## src/rtl/id_register_file_sb_pkg.sv

```systemverilog
// Shared defaults and constants for the ID-stage register file with pending-write scoreboard.
package id_register_file_sb_pkg;

  localparam int DEF_DATA_W   = 32;
  localparam int DEF_ADDR_W   = 5;
  localparam int DEF_NUM_READ = 2;
  localparam int DEF_CNT_W    = 2;
  localparam int DEF_BYPASS   = 1;

  // Hard-wired zero register: never written, never reserved, always reads 0.
  localparam int REG_ZERO = 0;

  function automatic int depth_of(input int addr_w);
    return 1 << addr_w;
  endfunction

endpackage

```

## src/rtl/id_register_file_sb_if.sv

```systemverilog
// Decode/writeback side bundle of the register file: read ports, reserve strobe, WB write and status.
// Reserve_ID and RegWrite_WB are single-cycle strobes with no back-pressure: each cycle they are high is one event.
interface id_register_file_sb_if #(
  parameter int DATA_W   = 32,
  parameter int ADDR_W   = 5,
  parameter int NUM_READ = 2
);
  logic [NUM_READ*ADDR_W-1:0] Read_Address_ID;
  logic [NUM_READ*DATA_W-1:0] Read_Data_ID;
  logic [NUM_READ-1:0]        Busy_ID;
  logic                       Reserve_ID;
  logic [ADDR_W-1:0]          Reserve_Register_ID;
  logic                       RegWrite_WB;
  logic [ADDR_W-1:0]          Write_Register_WB;
  logic [DATA_W-1:0]          Write_Data_WB;
  logic                       Sb_Overflow;
  logic                       Sb_Underflow;

  modport master (
    output Read_Address_ID, Reserve_ID, Reserve_Register_ID,
    output RegWrite_WB, Write_Register_WB, Write_Data_WB,
    input  Read_Data_ID, Busy_ID, Sb_Overflow, Sb_Underflow
  );

  modport slave (
    input  Read_Address_ID, Reserve_ID, Reserve_Register_ID,
    input  RegWrite_WB, Write_Register_WB, Write_Data_WB,
    output Read_Data_ID, Busy_ID, Sb_Overflow, Sb_Underflow
  );
endinterface

```

## src/rtl/id_reg_scoreboard.sv

```systemverilog
// Per-register pending-write counters: issue reserves, WB releases, sticky overflow/underflow flags.
module id_reg_scoreboard
  import id_register_file_sb_pkg::*;
#(
  parameter int ADDR_W   = DEF_ADDR_W,
  parameter int CNT_W    = DEF_CNT_W,
  parameter int NUM_READ = DEF_NUM_READ
) (
  input  logic                       clk,
  input  logic                       rst_n,
  input  logic                       rsv_en,
  input  logic [ADDR_W-1:0]          rsv_reg,
  input  logic                       rel_en,
  input  logic [ADDR_W-1:0]          rel_reg,
  input  logic [NUM_READ*ADDR_W-1:0] rd_addr,
  output logic [NUM_READ-1:0]        busy,
  output logic                       overflow,
  output logic                       underflow
);
  localparam int              DEPTH   = depth_of(ADDR_W);
  localparam logic [CNT_W-1:0] CNT_MAX = '1;

  logic [CNT_W-1:0] cnt [DEPTH];
  logic rsv_live, rel_live, same_reg, ovf_evt, unf_evt;

  assign rsv_live = rsv_en && (rsv_reg != ADDR_W'(REG_ZERO));
  assign rel_live = rel_en && (rel_reg != ADDR_W'(REG_ZERO));
  // Reserve and release of the same register cancel out, even at the count limits.
  assign same_reg = rsv_live && rel_live && (rsv_reg == rel_reg);
  assign ovf_evt  = rsv_live && !same_reg && (cnt[rsv_reg] == CNT_MAX);
  assign unf_evt  = rel_live && !same_reg && (cnt[rel_reg] == '0);

  always_ff @(posedge clk) begin
    if (!rst_n) begin
      for (int r = 0; r < DEPTH; r++) cnt[r] <= '0;
      overflow  <= 1'b0;
      underflow <= 1'b0;
    end else begin
      if (rsv_live && !same_reg && !ovf_evt) cnt[rsv_reg] <= cnt[rsv_reg] + CNT_W'(1);
      if (rel_live && !same_reg && !unf_evt) cnt[rel_reg] <= cnt[rel_reg] - CNT_W'(1);
      if (ovf_evt) overflow  <= 1'b1;
      if (unf_evt) underflow <= 1'b1;
    end
  end

  // Busy reflects registered counts, so it rises the cycle after a reserve.
  for (genvar k = 0; k < NUM_READ; k++) begin : g_busy
    assign busy[k] = (cnt[rd_addr[k*ADDR_W +: ADDR_W]] != '0);
  end

endmodule

```

## src/rtl/id_register_file_sb.sv

```systemverilog
// MIPS32 ID-stage register file: NUM_READ combinational reads, one WB write with optional write-through, plus scoreboard.
module id_register_file_sb
  import id_register_file_sb_pkg::*;
#(
  parameter int DATA_W   = DEF_DATA_W,
  parameter int ADDR_W   = DEF_ADDR_W,
  parameter int NUM_READ = DEF_NUM_READ,
  parameter int CNT_W    = DEF_CNT_W,
  parameter int BYPASS   = DEF_BYPASS
) (
  input logic                   Clk,
  input logic                   Reset_n,
  id_register_file_sb_if.slave  rf
);
  localparam int DEPTH = depth_of(ADDR_W);

  logic [DATA_W-1:0]   register_file [DEPTH];
  logic                wr_live;
  logic [NUM_READ-1:0] busy_raw;

  assign wr_live = rf.RegWrite_WB && (rf.Write_Register_WB != ADDR_W'(REG_ZERO));

  always_ff @(posedge Clk) begin
    if (!Reset_n) begin
      for (int r = 0; r < DEPTH; r++) register_file[r] <= '0;
    end else if (wr_live) begin
      register_file[rf.Write_Register_WB] <= rf.Write_Data_WB;
    end
  end

  id_reg_scoreboard #(
    .ADDR_W   (ADDR_W),
    .CNT_W    (CNT_W),
    .NUM_READ (NUM_READ)
  ) u_scoreboard (
    .clk       (Clk),
    .rst_n     (Reset_n),
    .rsv_en    (rf.Reserve_ID),
    .rsv_reg   (rf.Reserve_Register_ID),
    .rel_en    (rf.RegWrite_WB),
    .rel_reg   (rf.Write_Register_WB),
    .rd_addr   (rf.Read_Address_ID),
    .busy      (busy_raw),
    .overflow  (rf.Sb_Overflow),
    .underflow (rf.Sb_Underflow)
  );

  for (genvar k = 0; k < NUM_READ; k++) begin : g_rd
    logic [ADDR_W-1:0] addr;
    logic [DATA_W-1:0] data;

    assign addr = rf.Read_Address_ID[k*ADDR_W +: ADDR_W];

    // Outputs are held at zero while reset is asserted, independent of stored state.
    always_comb begin
      data = '0;
      if (Reset_n && (addr != ADDR_W'(REG_ZERO))) begin
        if ((BYPASS != 0) && wr_live && (rf.Write_Register_WB == addr)) data = rf.Write_Data_WB;
        else                                                            data = register_file[addr];
      end
    end

    assign rf.Read_Data_ID[k*DATA_W +: DATA_W] = data;
    assign rf.Busy_ID[k]                       = busy_raw[k] & Reset_n;
  end

endmodule

```

## src/flat_wrapper.sv

```systemverilog
// flat-port wrapper written by rule: the top's interface ports become plain ports
module id_register_file_sb_flat import id_register_file_sb_pkg::*;
#(
  parameter int DATA_W   = DEF_DATA_W,
  parameter int ADDR_W   = DEF_ADDR_W,
  parameter int NUM_READ = DEF_NUM_READ,
  parameter int CNT_W    = DEF_CNT_W,
  parameter int BYPASS   = DEF_BYPASS
)
  (Clk, Reset_n, rf_Read_Address_ID, rf_Reserve_ID, rf_Reserve_Register_ID, rf_RegWrite_WB, rf_Write_Register_WB, rf_Write_Data_WB, rf_Read_Data_ID, rf_Busy_ID, rf_Sb_Overflow, rf_Sb_Underflow);
  id_register_file_sb_if #(.DATA_W(DATA_W), .ADDR_W(ADDR_W), .NUM_READ(NUM_READ)) rf_i ();
  input logic Clk;
  input logic Reset_n;
  input wire logic [$bits(rf_i.Read_Address_ID)-1:0] rf_Read_Address_ID;
  input wire logic [$bits(rf_i.Reserve_ID)-1:0] rf_Reserve_ID;
  input wire logic [$bits(rf_i.Reserve_Register_ID)-1:0] rf_Reserve_Register_ID;
  input wire logic [$bits(rf_i.RegWrite_WB)-1:0] rf_RegWrite_WB;
  input wire logic [$bits(rf_i.Write_Register_WB)-1:0] rf_Write_Register_WB;
  input wire logic [$bits(rf_i.Write_Data_WB)-1:0] rf_Write_Data_WB;
  output wire logic [$bits(rf_i.Read_Data_ID)-1:0] rf_Read_Data_ID;
  output wire logic [$bits(rf_i.Busy_ID)-1:0] rf_Busy_ID;
  output wire logic [$bits(rf_i.Sb_Overflow)-1:0] rf_Sb_Overflow;
  output wire logic [$bits(rf_i.Sb_Underflow)-1:0] rf_Sb_Underflow;
  assign rf_i.Read_Address_ID = rf_Read_Address_ID;
  assign rf_i.Reserve_ID = rf_Reserve_ID;
  assign rf_i.Reserve_Register_ID = rf_Reserve_Register_ID;
  assign rf_i.RegWrite_WB = rf_RegWrite_WB;
  assign rf_i.Write_Register_WB = rf_Write_Register_WB;
  assign rf_i.Write_Data_WB = rf_Write_Data_WB;
  assign rf_Read_Data_ID = rf_i.Read_Data_ID;
  assign rf_Busy_ID = rf_i.Busy_ID;
  assign rf_Sb_Overflow = rf_i.Sb_Overflow;
  assign rf_Sb_Underflow = rf_i.Sb_Underflow;
  id_register_file_sb #(.DATA_W(DATA_W), .ADDR_W(ADDR_W), .NUM_READ(NUM_READ), .CNT_W(CNT_W), .BYPASS(BYPASS)) u_core (.Clk(Clk), .Reset_n(Reset_n), .rf(rf_i));
endmodule
```

## config.mk

```make
export PLATFORM = sky130hd
export DESIGN_NAME = id_register_file_sb_flat
export DESIGN_NICKNAME = d
export VERILOG_FILES = /design/src/rtl/id_register_file_sb_pkg.sv /design/src/rtl/id_register_file_sb_if.sv /design/src/rtl/id_reg_scoreboard.sv /design/src/rtl/id_register_file_sb.sv /design/src/flat_wrapper.sv
export SDC_FILE = /design/constraint.sdc
export NUM_CORES = 2
export LEC_CHECK = 0
export CAP_MARGIN = 20
export CORE_ASPECT_RATIO = 1.5
export CORE_MARGIN = 2
export CORE_UTILIZATION = 63
export DETAILED_ROUTE_END_ITERATION = 10
export GPL_ROUTABILITY_DRIVEN = 0
export PLACE_DENSITY_LB_ADDON = 0.08
export SYNTH_ARGS = -nofsm -noshare
export SYNTH_HDL_FRONTEND = slang
export SYNTH_SLANG_ARGS = --single-unit
```

## constraint.sdc

```tcl
create_clock -name Clk -period 6.5 [get_ports Clk]
set_input_delay 1.3 -clock Clk [delete_from_list [all_inputs] [get_ports Clk]]
set_output_delay 1.3 -clock Clk [all_outputs]
set_load 0.03 [all_outputs]
```

======== After elaboration in Yosys (flattened, before gate mapping) ========
Memory sizes are Yosys's and may differ from the RTL's.
Cells that the tools add are included.
cells by class
  add/sub/neg operators ................... 2
  equal/unequal tests ..................... 4
  muxes and demuxes ....................... 23
  bitwise logic cells ..................... 2
  reductions and logical operators ........ 27
operators by type and width
  cell                 number
  $mux 32              5
  $reduce_or 32->1     1
  $reduce_bool 5->1    4
  $eq 5x5->1           3
  $mux 5               3
  $logic_and 1x1->1    14
  $mux 1               13
  $mux 2               2
  $reduce_bool 2->1    2
  $reduce_or 2->1      2
  $logic_not 1->1      3
  $add 2x1->2 const B  1
  $and 1x1->1          2
  $eq 2x2->1 const B   1
  $logic_not 2->1      1
  $sub 2x1->2 const B  1
word-level totals
  register bits after elaboration ......... 2
  bits in writable memories ............... 1,088
  bits of input ports ..................... 56
  word-level logic and storage cells ...... 62
  memories ................................ 2
memory list
  memory                   depth  width  rd ports  clocked after memory_dff  write ports  line                       text
  u_core.register_file     32     32     2         0                         32           id_register_file_sb.sv:17  logic [DATA_W-1:0] register_file [DEPTH];
  u_core.u_scoreboard.cnt  32     2      4         0                         32           id_reg_scoreboard.sv:23    logic [CNT_W-1:0] cnt [DEPTH];

======== Depth between registers and ports, before layout ========
  depth after elaboration ................. 14
  gate-level depth with buffers ........... 13

======== Hierarchy ========
A second synthesis with hierarchy kept.
unflattened totals
  cells, all modules ...................... 4,271
  area total of the unflattened synthesis .. 60,324.1 sq um
by module, submodules not included
  module               times used  cells an instance  area an instance (sq um)  sequential area each (sq um)
  id_register_file_sb  1           3,801              55,034.0                  30,749.5
  id_reg_scoreboard    1           470                5,290.1                   1,961.9

======== Least setup slack after synthesis ========
Ideal clock, no wire load.
  path kind ............................... in2reg
  start point ............................. in rf_Write_Register_WB[0]
  end point ............................... mem u_core.register_file[12][0] (enable)
  library setup time ...................... 466 ps
  data arrival time ....................... 4,829 ps
  data required time ...................... 6,034 ps
  slack ................................... 1,205 ps
  cell stages on the path ................. 7
  buffers on the path ..................... 3
  cell sequence ........................... buf_2 buf_4 nor2_1 a21boi_1 nand3_1 clkbuf_1 o21ai_0
RTL lines
  item         line                       text
  from (decl)  flat_wrapper.sv:18         input wire logic [$bits(rf_i.Write_Register_WB)-1:0] rf_Write_Register_WB;
  to (decl)    id_register_file_sb.sv:17

======== Worst setup path after layout ========
  start point ............................. in rf_Read_Address_ID[8]
  end point ............................... out rf_Read_Data_ID[60]
between the ends
  longest elaborated chain between the ends .. 4
  elaborated cells between the ends (all ways) .. 7
  classes of those cells .................. 1 x eq/ne; 2 x mux; 3 x reduce/logical; 1 x memory
RTL lines
  item                                                                   line                       text
  from (decl)                                                            flat_wrapper.sv:14         input wire logic [$bits(rf_i.Read_Address_ID)-1:0] rf_Read_Address_ID;
  parallel branches: the longest is 3 deep, another holds $mem_v2 32x32  --
  $mux 32 *                                                              id_register_file_sb.sv:57  if (Reset_n && (addr != ADDR_W'(REG_ZERO))) begin
  to (decl)                                                              flat_wrapper.sv:20         output wire logic [$bits(rf_i.Read_Data_ID)-1:0] rf_Read_Data_ID;
Mark *: on every way between the ends.

==> flow_summary_export.csv <==
group,metric,value,unit
synth,yosys_most_used_dff,"edfxtp_1",
synth,syn_area_per_cell,14.6,sq um
synth,synth_top_family_by_area,"multiplexers",
synth,synth-simple-area-share,12.6,%
outcome,outcome,"completed",
synth,yosys_warnings,0,
clock_network,path_clk_slew,0.06,ns
floorplan,ioPinCount,124,
synth,synth_mux_area_share,22.8,%
critical_path,cp-startpoint,"rf_Read_Address_ID[8]",
synth,yosysMostFrequentCell,"edfxtp_1",
synth,synth_compound_area_share,6.33,%
floorplan,num_rows,138,
timing,finalClockSkew,0.0269,ns
clock_network,cts_max_level,3,
synth,yosysTopAreaCell,"edfxtp_1",
critical_path,crit_slowest_cell,"clkdlybuf4s50_1",
global_routing,grt_max_degree,117,
critical_path,critPathKind,"primary input to output pin",
clock_network,clock_latency,0.75,ns
timing,rsz0062_at_grt,"no",
finish,areaGrowthSynthToFinish,12.8,%
finish,fillers,6147,
clock_network,ctsHoldBuffers,0,
timing,hold_violations,0,
synth,ys_ff_latch,1090,
critical_path,crit_fanout,20,
detailed_routing,via_per_inst,7.83,
timing,finalCritPeriodShare,93.4,%
timing,whs,0.491,ns
synth,ys_seq_area_share,55.0,%
critical_path,arrival,4.77,ns
detailed_routing,antenna_left,0,
synth,synth_area_leaders,"edfxtp_1, mux4_2, and2_1, mux2i_1, clkbuf_1",
finish,drive_above_1_share,24.3,%
timing,setup_violations,0,
clock_network,cts_resized,0,
power,finalPower,16900,uW
floorplan,die_w,255,um
power,intPower,12500,uW
critical_path,rrSetupSlack,2.51,ns
clock_network,cts_buffer_depth,3,
timing,finalWorstSetupSlack,0.427,ns
global_routing,overflow,0,
synth,synth_edf_count,1088,
power,p_leak,0.0229,uW
clock_network,cts_tree,"built",
synth,syn-cell-area,0.0595,sq mm
critical_path,max_stage_delay,0.76,ns
timing,max_freq,165,MHz
critical_path,r2r_end,"u_core.u_scoreboard.cnt[21][1]",
detailed_routing,vias,42546,
clock_network,root_buffer,"clkbuf_16",
critical_path,worstSetupStartpointType,"primary input",
floorplan,die_area,0.0969,sq mm
power,switchingPower,4380,uW
global_routing,grt_pass1_wl,305,mm
synth,synthXorXnorAreaFrac,0.221,%
worst_hold_path,holdPathStages,2,
synth,synthAdderAreaFrac,0.0421,%
synth,synth_cell_types,65,
power,ir_drop,0.000233,V
power,share_seq_of_total_power,49.2,%
critical_path,crit_top_cell,"buf_4",
placed_design,post-place-ws,0.699,ns
power,p_clk_share,35.8,%
synth,synth-async-reset-ratio,0,%
global_routing,grt_util_all_layers,45.7,%
power,power_density,252,mW/mm^2
clock_network,cts_sinks,1090,
synth,postSynthCellCount,4072,
detailed_routing,wl,218,mm
global_routing,antenna_found_initial,28,
timing,finalCriticalPeriod,6.07,ns
placed_design,place_hpwl,131,mm
detailed_routing,drcViolationCount,0,
finish,final_nets,4133,
critical_path,reg2reg_from,"u_core.u_scoreboard.cnt[17][0]",
global_routing,grt_pass1_vias,42645,
critical_path,crit_chain,"clkdlybuf4s50_1 > buf_4 > xor2_1 > nor3_1 > a41oi_4 > buf_4 > o221ai_1 > o2bb2ai_1 > buf_12",
floorplan,initial_core_util,63.3,%
placed_design,portBuffers,123,
synth,synth_common_cells,"edfxtp_1, and2_1, mux4_2",
floorplan,fp.dieH,380,um
timing,slew_viol_final,0,
worst_hold_path,hp-start,"u_core.u_scoreboard.overflow",
clock_network,post_cts_buffers,0,
power,switching_share,25.9,%
timing,finalSetupTns,0,ns
detailed_routing,drt_first_pass_iters,9,
critical_path,crit_required,5.20,ns
timing,slew_headroom,15.0,%
detailed_routing,wl_per_cell,40.2,um
synth,synth_top_area_share,54.9,%
finish,multiInputGateArea,0.0257,sq mm
power,combPwrFrac,15.0,%
worst_hold_path,hp-class,"flop to flop",
floorplan,coreArea,0.0939,sq mm
critical_path,worstRegToRegCells,10,
finish,register_area,0.0327,sq mm
critical_path,worst_setup_path_end_kind,"output pin",
detailed_routing,drtIter0Drc,7850,
job,maxCapViolCount,0,
timing,worstMarginPinSlew,1.27,ns
clock_network,cts_buffers,102,
worst_hold_path,hold_end,"u_core.u_scoreboard.overflow",
## power groups by stage
stage / Combinational, uW / Clock, uW / Sequential, uW
2_1_floorplan: 1420 / 0 / 8400
6_report: 2530 / 6070 / 8330
4_1_cts: 2440 / 6030 / 8310
3_3_place_gp: 2410 / 0 / 8400
3_5_place_dp: 2430 / 0 / 8460
5_1_grt: 2560 / 6290 / 8350
## final cells by class
| class | count | area share (%) |
|---|---|---|
| Clock inverter | 49 | 0.751 |
| Sequential cell | 1090 | 48.7 |
| Antenna cell | 15 | 0.0559 |
| Inverter | 6 | 0.0336 |
| Multi-Input combinational cell | 2555 | 38.4 |
| Tap cell | 1260 | 2.35 |
| Timing Repair Buffer | 320 | 5.62 |
| Clock buffer | 136 | 4.09 |
## registers in the layout, summed over array words and instances, names as in the netlist
name                           cells
u_core.register_file            1024
u_core.u_scoreboard.cnt           64
u_core.u_scoreboard.overflow       1
u_core.u_scoreboard.underflow      1
## worst max-delay path, delay by kind of cell
family	cells	cell delay (ns)
buf+inv	4	1.76
compound gates	3	1.39
xor+xnor	1	0.20
simple gates	1	0.11
## logic make-up (layout without fill, tap and decap cells)
logic type | after synthesis | after routing
AND/OR/NAND/NOR | 1255 | 1255
flip-flops | 1090 | 1090
multiplexers | 733 | 733
AO/OA/AOI/OAI | 516 | 516
buffers and inverters | 460 | 511
XOR/XNOR | 15 | 15
adder cells (fa/ha/maj) | 2 | 2
other | 1 | 49
## cell usage in the layout (no fill, tap or decap), types with 17 or more instances in the layout
cell type / netlist / final
edfxtp_1: 1088 / 1088
and2_1: 995 / 995
mux4_2: 485 / 485
mux2i_1: 214 / 214
buf_4: 1 / 167
o22ai_1: 139 / 139
clkbuf_16: 0 / 106
buf_12: 1 / 90
nand2_1: 77 / 77
o221ai_1: 62 / 62
a32o_1: 55 / 55
a211oi_1: 52 / 52
clkdlybuf4s50_1: 0 / 51
nor2_1: 80 / 47
a22oi_1: 42 / 42
a21oi_1: 37 / 37
o21ai_0: 65 / 34
conb_1: 1 / 34
nor2_4: 0 / 33
o21ai_4: 0 / 31
clkbuf_1: 364 / 31
mux2_2: 27 / 27
clkinv_1: 1 / 23
a221oi_1: 17 / 17
## per-stage QoR
stage                     utilization (%)  cell area, sq um  std cells
after detailed placement             67.8             63700       5226
after CTS                            71.3             66900       5411
after global placement               67.8             63700       5225
after floorplan                         -             59600       4105
final                                71.4             67100       5431
after global routing                 71.4             67100       5416
## routing by layer
layer	track usage, %	share of wire (%)	vias up
met3	16.4	16	1269
met1	54.5	30	20912
met2	68.0	46	4419
li1	-	-	15924
met5	2.14	0.25	-
met4	34.1	9.1	22
## worst max-delay path by stage
stage,end,depth (start not counted)
3_5_place_dp,rf_Read_Data_ID[60],9
5_1_grt,rf_Read_Data_ID[60],9
4_1_cts,rf_Read_Data_ID[60],9
3_3_place_gp,rf_Read_Data_ID[60],9
6_report,rf_Read_Data_ID[60],9
2_1_floorplan,u_core.register_file[12][0],7
Power figures use the tool's default switching activity.
